--- config.mk ---
export PLATFORM = sky130hd
export DESIGN_NAME = lru_eviction_policy
export DESIGN_NICKNAME = d
export VERILOG_FILES = /design/src/rtl/cache_pkg.sv /design/src/rtl/lru_victim_select.sv /design/src/rtl/lru_eviction_policy.sv
export SDC_FILE = /design/constraint.sdc
export NUM_CORES = 1
export LEC_CHECK = 0
export BUFFER_PORTS_ARGS = -buffer_cell sky130_fd_sc_hd__buf_2
export CORE_UTILIZATION = 49
export CTS_CLUSTER_DIAMETER = 30
export DETAILED_ROUTE_END_ITERATION = 7
export GPL_TIMING_DRIVEN = 0
export HOLD_SLACK_MARGIN = 0.06
export MAX_ROUTING_LAYER = met4
export PLACE_DENSITY = 0.74
export SYNTH_ARGS = -nofsm -noshare
export SYNTH_HDL_FRONTEND = slang
export SYNTH_HIERARCHICAL = 1
export SYNTH_SLANG_ARGS = --single-unit
--- constraint.sdc ---
create_clock -name clk -period 1.7 [get_ports clk]
set_input_delay 0.17 -clock clk [delete_from_list [all_inputs] [get_ports clk]]
set_output_delay 0.17 -clock clk [all_outputs]
set_load 0.02 [all_outputs]
--- src/rtl/cache_pkg.sv ---
// Shared types for the cache set replacement logic: way/age indices and the LRU engine FSM states.
package cache_pkg;

    localparam int unsigned NumWaysDflt = 4;
    localparam int unsigned WayIdxW     = $clog2(NumWaysDflt);

    typedef logic [WayIdxW-1:0] way_idx_t;
    typedef logic [WayIdxW-1:0] age_t;

    typedef enum logic [1:0] {
        StIdle,
        StSelect,
        StWaitFill
    } state_e;

endpackage

--- src/rtl/lru_victim_select.sv ---
// Combinational victim picker: the LRU way, or with EVICT_INVALID_FIRST_EN the lowest invalid way.
module lru_victim_select #(
    parameter int unsigned NUM_WAYS      = 4,
    parameter int unsigned COUNTER_WIDTH = $clog2(NUM_WAYS)
) (
    input  logic [NUM_WAYS*COUNTER_WIDTH-1:0] ages_i,
    input  logic [NUM_WAYS-1:0]               way_valid_i,
    output logic [$clog2(NUM_WAYS)-1:0]       victim_o
);

    localparam int unsigned IdxW = $clog2(NUM_WAYS);

    logic [IdxW-1:0] lru_way;

    always_comb begin
        lru_way = '0;
        for (int i = 0; i < NUM_WAYS; i++) begin
            if (ages_i[i*COUNTER_WIDTH +: COUNTER_WIDTH] == COUNTER_WIDTH'(NUM_WAYS - 1)) begin
                lru_way = IdxW'(i);
            end
        end
    end

`ifdef EVICT_INVALID_FIRST_EN
    logic [IdxW-1:0] inv_way;

    // Scan high to low so the lowest-index invalid way wins.
    always_comb begin
        inv_way = '0;
        for (int i = NUM_WAYS - 1; i >= 0; i--) begin
            if (!way_valid_i[i]) begin
                inv_way = IdxW'(i);
            end
        end
    end

    assign victim_o = (&way_valid_i) ? lru_way : inv_way;
`else
    logic unused_way_valid;

    assign unused_way_valid = ^way_valid_i;
    assign victim_o         = lru_way;
`endif

endmodule

--- src/rtl/lru_eviction_policy.sv ---
// Counter-based true-LRU replacement engine for one cache set; optional EVICT_INVALID_FIRST_EN
// makes the victim picker prefer invalid ways.
module lru_eviction_policy
    import cache_pkg::*;
#(
    parameter int unsigned NUM_WAYS      = 4,
    parameter int unsigned COUNTER_WIDTH = $clog2(NUM_WAYS)
) (
    input  logic                        clk,
    input  logic                        reset_n,
    input  logic                        access_valid,
    input  logic [$clog2(NUM_WAYS)-1:0] access_way,
    input  logic [NUM_WAYS-1:0]         way_valid,
    input  logic                        victim_req,
    input  logic                        fill_done,
    output logic                        victim_valid,
    output logic [$clog2(NUM_WAYS)-1:0] victim_way,
    output logic                        busy,
    output logic                        access_drop
);

    localparam int unsigned IdxW = $clog2(NUM_WAYS);

    state_e                   state_q, state_d;
    logic [COUNTER_WIDTH-1:0] age_q [NUM_WAYS];
    logic [COUNTER_WIDTH-1:0] age_d [NUM_WAYS];
    logic [IdxW-1:0]          victim_way_q, victim_way_d;
    logic                     victim_valid_q, victim_valid_d;
    logic                     access_drop_q, access_drop_d;

    logic                     touch_en;
    logic [IdxW-1:0]          touch_way;
    logic [COUNTER_WIDTH-1:0] touch_age;
    logic [NUM_WAYS*COUNTER_WIDTH-1:0] ages_flat;
    logic [IdxW-1:0]          sel_way;

    always_comb begin
        for (int i = 0; i < NUM_WAYS; i++) begin
            ages_flat[i*COUNTER_WIDTH +: COUNTER_WIDTH] = age_q[i];
        end
    end

    lru_victim_select #(
        .NUM_WAYS      (NUM_WAYS),
        .COUNTER_WIDTH (COUNTER_WIDTH)
    ) u_victim_select (
        .ages_i      (ages_flat),
        .way_valid_i (way_valid),
        .victim_o    (sel_way)
    );

    always_comb begin
        state_d        = state_q;
        victim_way_d   = victim_way_q;
        victim_valid_d = victim_valid_q;
        access_drop_d  = access_drop_q;
        touch_en       = 1'b0;
        touch_way      = '0;

        unique case (state_q)
            StIdle: begin
                // The touch lands in age_d, so SELECT next cycle sees post-touch ages.
                if (access_valid) begin
                    touch_en  = 1'b1;
                    touch_way = access_way;
                end
                if (victim_req) begin
                    state_d = StSelect;
                end
            end
            StSelect: begin
                victim_way_d   = sel_way;
                victim_valid_d = 1'b1;
                state_d        = StWaitFill;
                if (access_valid) begin
                    access_drop_d = 1'b1;
                end
            end
            StWaitFill: begin
                if (access_valid) begin
                    access_drop_d = 1'b1;
                end
                if (fill_done) begin
                    touch_en       = 1'b1;
                    touch_way      = victim_way_q;
                    victim_valid_d = 1'b0;
                    state_d        = StIdle;
                end
            end
            default: begin
                state_d = StIdle;
            end
        endcase
    end

    // Touch: younger ways age by one, the touched way becomes MRU, older ways keep their age.
    always_comb begin
        touch_age = age_q[touch_way];
        for (int i = 0; i < NUM_WAYS; i++) begin
            age_d[i] = age_q[i];
            if (touch_en) begin
                if (IdxW'(i) == touch_way) begin
                    age_d[i] = '0;
                end else if (age_q[i] < touch_age) begin
                    age_d[i] = age_q[i] + 1'b1;
                end
            end
        end
    end

    always_ff @(posedge clk or negedge reset_n) begin
        if (!reset_n) begin
            state_q        <= StIdle;
            victim_way_q   <= '0;
            victim_valid_q <= 1'b0;
            access_drop_q  <= 1'b0;
            for (int i = 0; i < NUM_WAYS; i++) begin
                age_q[i] <= COUNTER_WIDTH'(i);
            end
        end else begin
            state_q        <= state_d;
            victim_way_q   <= victim_way_d;
            victim_valid_q <= victim_valid_d;
            access_drop_q  <= access_drop_d;
            for (int i = 0; i < NUM_WAYS; i++) begin
                age_q[i] <= age_d[i];
            end
        end
    end

    assign victim_valid = victim_valid_q;
    assign victim_way   = victim_way_q;
    assign busy         = (state_q != StIdle);
    assign access_drop  = access_drop_q;

endmodule

==> impl_metrics.json <==
{
  "leakagePower_uw": 0.000582,
  "antenna_found_initial": 0,
  "finalSetupViolCount": 8,
  "yosysUniqueCellTypes": 35,
  "pwr-share-seq_pct": 33.1,
  "synth_flop_cell": "dfrtp_1",
  "drive_above_1_share_pct": 47.3,
  "die_y_um": 46.1,
  "grt_pass1_vias": 926,
  "io_buffers": 11,
  "cp-start-kind": "flop",
  "ir_drop_mv": 1.11,
  "r2r_cells": 7,
  "syn_area_per_cell_um2": 8.97,
  "power_uw": 2090,
  "worstSkewPairLatency_ns": 0.29,
  "path_max_fanout": 7,
  "yosys_warnings": 6,
  "cp_num_buf_inv": 1,
  "swShare_pct": 45.4,
  "path_depth": 7,
  "arrival_ns": 2.14,
  "crit_path_end_kind": "flop",
  "worstPathCellList": "buf_4 > ha_4 > and3_4 > nor2_4 > a311o_1 > a211oi_2 > nor4_2",
  "drtAntennaViolNets": 0,
  "fin_nets": 147,
  "slowest_delay_ns": 0.39,
  "grt_pass1_wl_um": 3970,
  "cap_violations": 0,
  "combPwrFrac_pct": 55.0,
  "hpwl_um": 1680,
  "ys_ff_latch": 14,
  "hold_depth": 2,
  "cts_max_level": 1,
  "grt_usage_pct": 27.2,
  "period_share_pct": 114,
  "drtIter0Drc": 42,
  "cts_buffers": 3,
  "drt_wl_total_um": 2670,
  "yosysTopAreaCell": "dfrtp_1",
  "crit_family": "simple AND/OR/NAND/NOR gates",
  "syn_to_final_growth_pct": 38.3,
  "via_count": 985,
  "netlist_instances": 106,
  "rsz0062_at_grt": "true",
  "synth.most_common_cell": "dfrtp_1",
  "finalSetupTns_ns": -1.14,
  "async_reset_ff_share_pct": 100,
  "synth_area_leaders": "dfrtp_1 (26%), dfstp_2 (11%), ha_1 (5.3%)",
  "power.internal_uw": 1140,
  "grt-ovfl-total": 0,
  "grt_max_degree": 15,
  "die_x_um": 46.1,
  "crit_type": "flop to flop",
  "clkPwrFrac_pct": 12.0,
  "violations": "setup timing",
  "diodes": 0,
  "multi_input_area_um2": 723,
  "dpl_worst_slack_ns": -0.332,
  "clk_path_buf_depth": 2,
  "syn_nets": 121,
  "worstPathRequired_ns": 1.90,
  "p_sw_uw": 950,
  "synth.top_cell.area_share_pct": 26.3,
  "setup_slack_ns": -0.243,
  "seq_area_frac_synth_pct": 37.4,
  "num-fill-cells": 130,
  "cts.sinks": 14,
  "via_per_inst": 6.31,
  "core_um2": 1760,
  "fin_crit_ns": 1.94,
  "ioPinCount": 16,
  "worst_pin_slew_ns": 0.376,
  "synth_edf_count": 0,
  "fmax_mhz": 515,
  "gp_congestion": 0.873,
  "synth_commonest_cells": "dfrtp_1 (10), inv_1 (9), nand2_1 (9)",
  "powerDensity_nw_per_um2": 1590,
  "syn_area_um2": 951,
  "final_max_slew_viol_count": 0,
  "cts_root_buffer": "clkbuf_4",
  "dr.pass1.iters": 4,
  "cp_slowest_cell": "dfrtp_1",
  "outcome": "complete, but fails checks",
  "cts_tree": "done",
  "drc": 0,
  "dieArea_um2": 2120,
  "hold_class": "input port to flop",
  "num_rows": 15,
  "hold_violations": 0,
  "wl_per_cell_um": 17.1,
  "maxSlewHeadroom_pct": 74.9,
  "initial_core_util_pct": 53.9,
  "path_clk_slew_ns": 0.10,
  "seq_area_um2": 355,
  "fin_skew_ns": 0.0126
}
## sequential cells by signal (all words and copies together) (netlist names)
register and flops:
victim_valid 1, victim_way 2, state_q 2, age_q 8
access_drop 1
## cell type report
cell class / instances / share of cell area, %
clock buffers: 4 / 2.76
inverters: 9 / 2.76
multi-input cells: 83 / 55.0
flip-flops and latches: 14 / 27.0
well taps: 25 / 2.38
repair buffers: 21 / 10.1
## metal layers
layer	vias to the layer above	global-route usage [%]	wire, µm
met5	-	-	0
met4	0	10.6	33
met3	7	5.49	156
met2	49	43.4	1320
met1	472	33.6	1150
li1	457	-	-
## layout by cell type (no fill, tap or decap), types with 2 or more instances in the layout
cell type   n
a32o_1      2
nand2_1     8
and3_4      3
nand3_1     2
nor2_1      7
clkbuf_4    3
o211a_1     4
a211oi_1    4
nor4_2      3
a21oi_2     2
a211oi_2    3
dfrtp_1    10
and2b_1     2
o21ai_1     2
ha_4        3
o21ai_2     5
o21ai_0     2
buf_4       9
buf_2      11
inv_1       7
a21oi_1     4
mux2_2      2
nor3_1      4
nand3_2     2
dfstp_2     4
## kinds of logic (layout without fill, tap and decap cells)
logic type                 after synthesis  in the layout  synth area share (%)
adders and majority gates                4              4                  5.26
DFF                                     14             14                  37.4
buffers and inverters                    9             34                  3.55
and+or+nand+nor                         39             39                  21.3
muxes                                    2              2                  2.37
AOI/OAI and AO/OA                       38             38                  30.1
## power groups by stage
stage	Sequential (µW)	Clock (µW)	Combinational [µW]
final	692	250	1150
after floorplan	664	0	637
after CTS	667	255	987
after global placement	661	0	831
after detailed placement	667	0	872
after global routing	704	268	1250
## stage by stage
stage / utilization [%] / hold slack (ns) / cell area, µm² / instances
floorplan: - / -0.126 / 997 / 106
global placement: 61.4 / 0.0811 / 1080 / 142
detailed placement: 61.4 / 0.0866 / 1080 / 142
CTS: 68.7 / 0.176 / 1210 / 152
global route: 74.5 / 0.187 / 1320 / 156
finish: 74.5 / 0.188 / 1320 / 156
## final timing paths
kind | startpoint | end | slack, ns
worst max-delay path | state_q[1]$_DFFE_PN0P_ | age_q[4]$_DFFE_PN1P_ | -0.24
worst min-delay path | fill_done | victim_valid$_DFFE_PN0P_ | 0.19
worst max register to register | state_q[1]$_DFFE_PN0P_ | age_q[4]$_DFFE_PN1P_ | -0.24
worst min register to register | access_drop$_DFFE_PN0P_ | access_drop$_DFFE_PN0P_ | 0.48
max in group asynchronous | reset_n | age_q[1]$_DFFE_PN1P_ | 1.05
min in group asynchronous | reset_n | age_q[7]$_DFFE_PN0P_ | 0.34
## repair_timing
action | in CTS | in global routing
gates resized for setup | 16 | 15
pin swaps | 15 | 13
endpoints found under the setup margin | 8 | 8
hold buffers | 1 | 0
buffers inserted | 5 | 4
endpoints found under the hold margin | 14 | 0
Note: power is estimated with default switching activity, not from simulation.
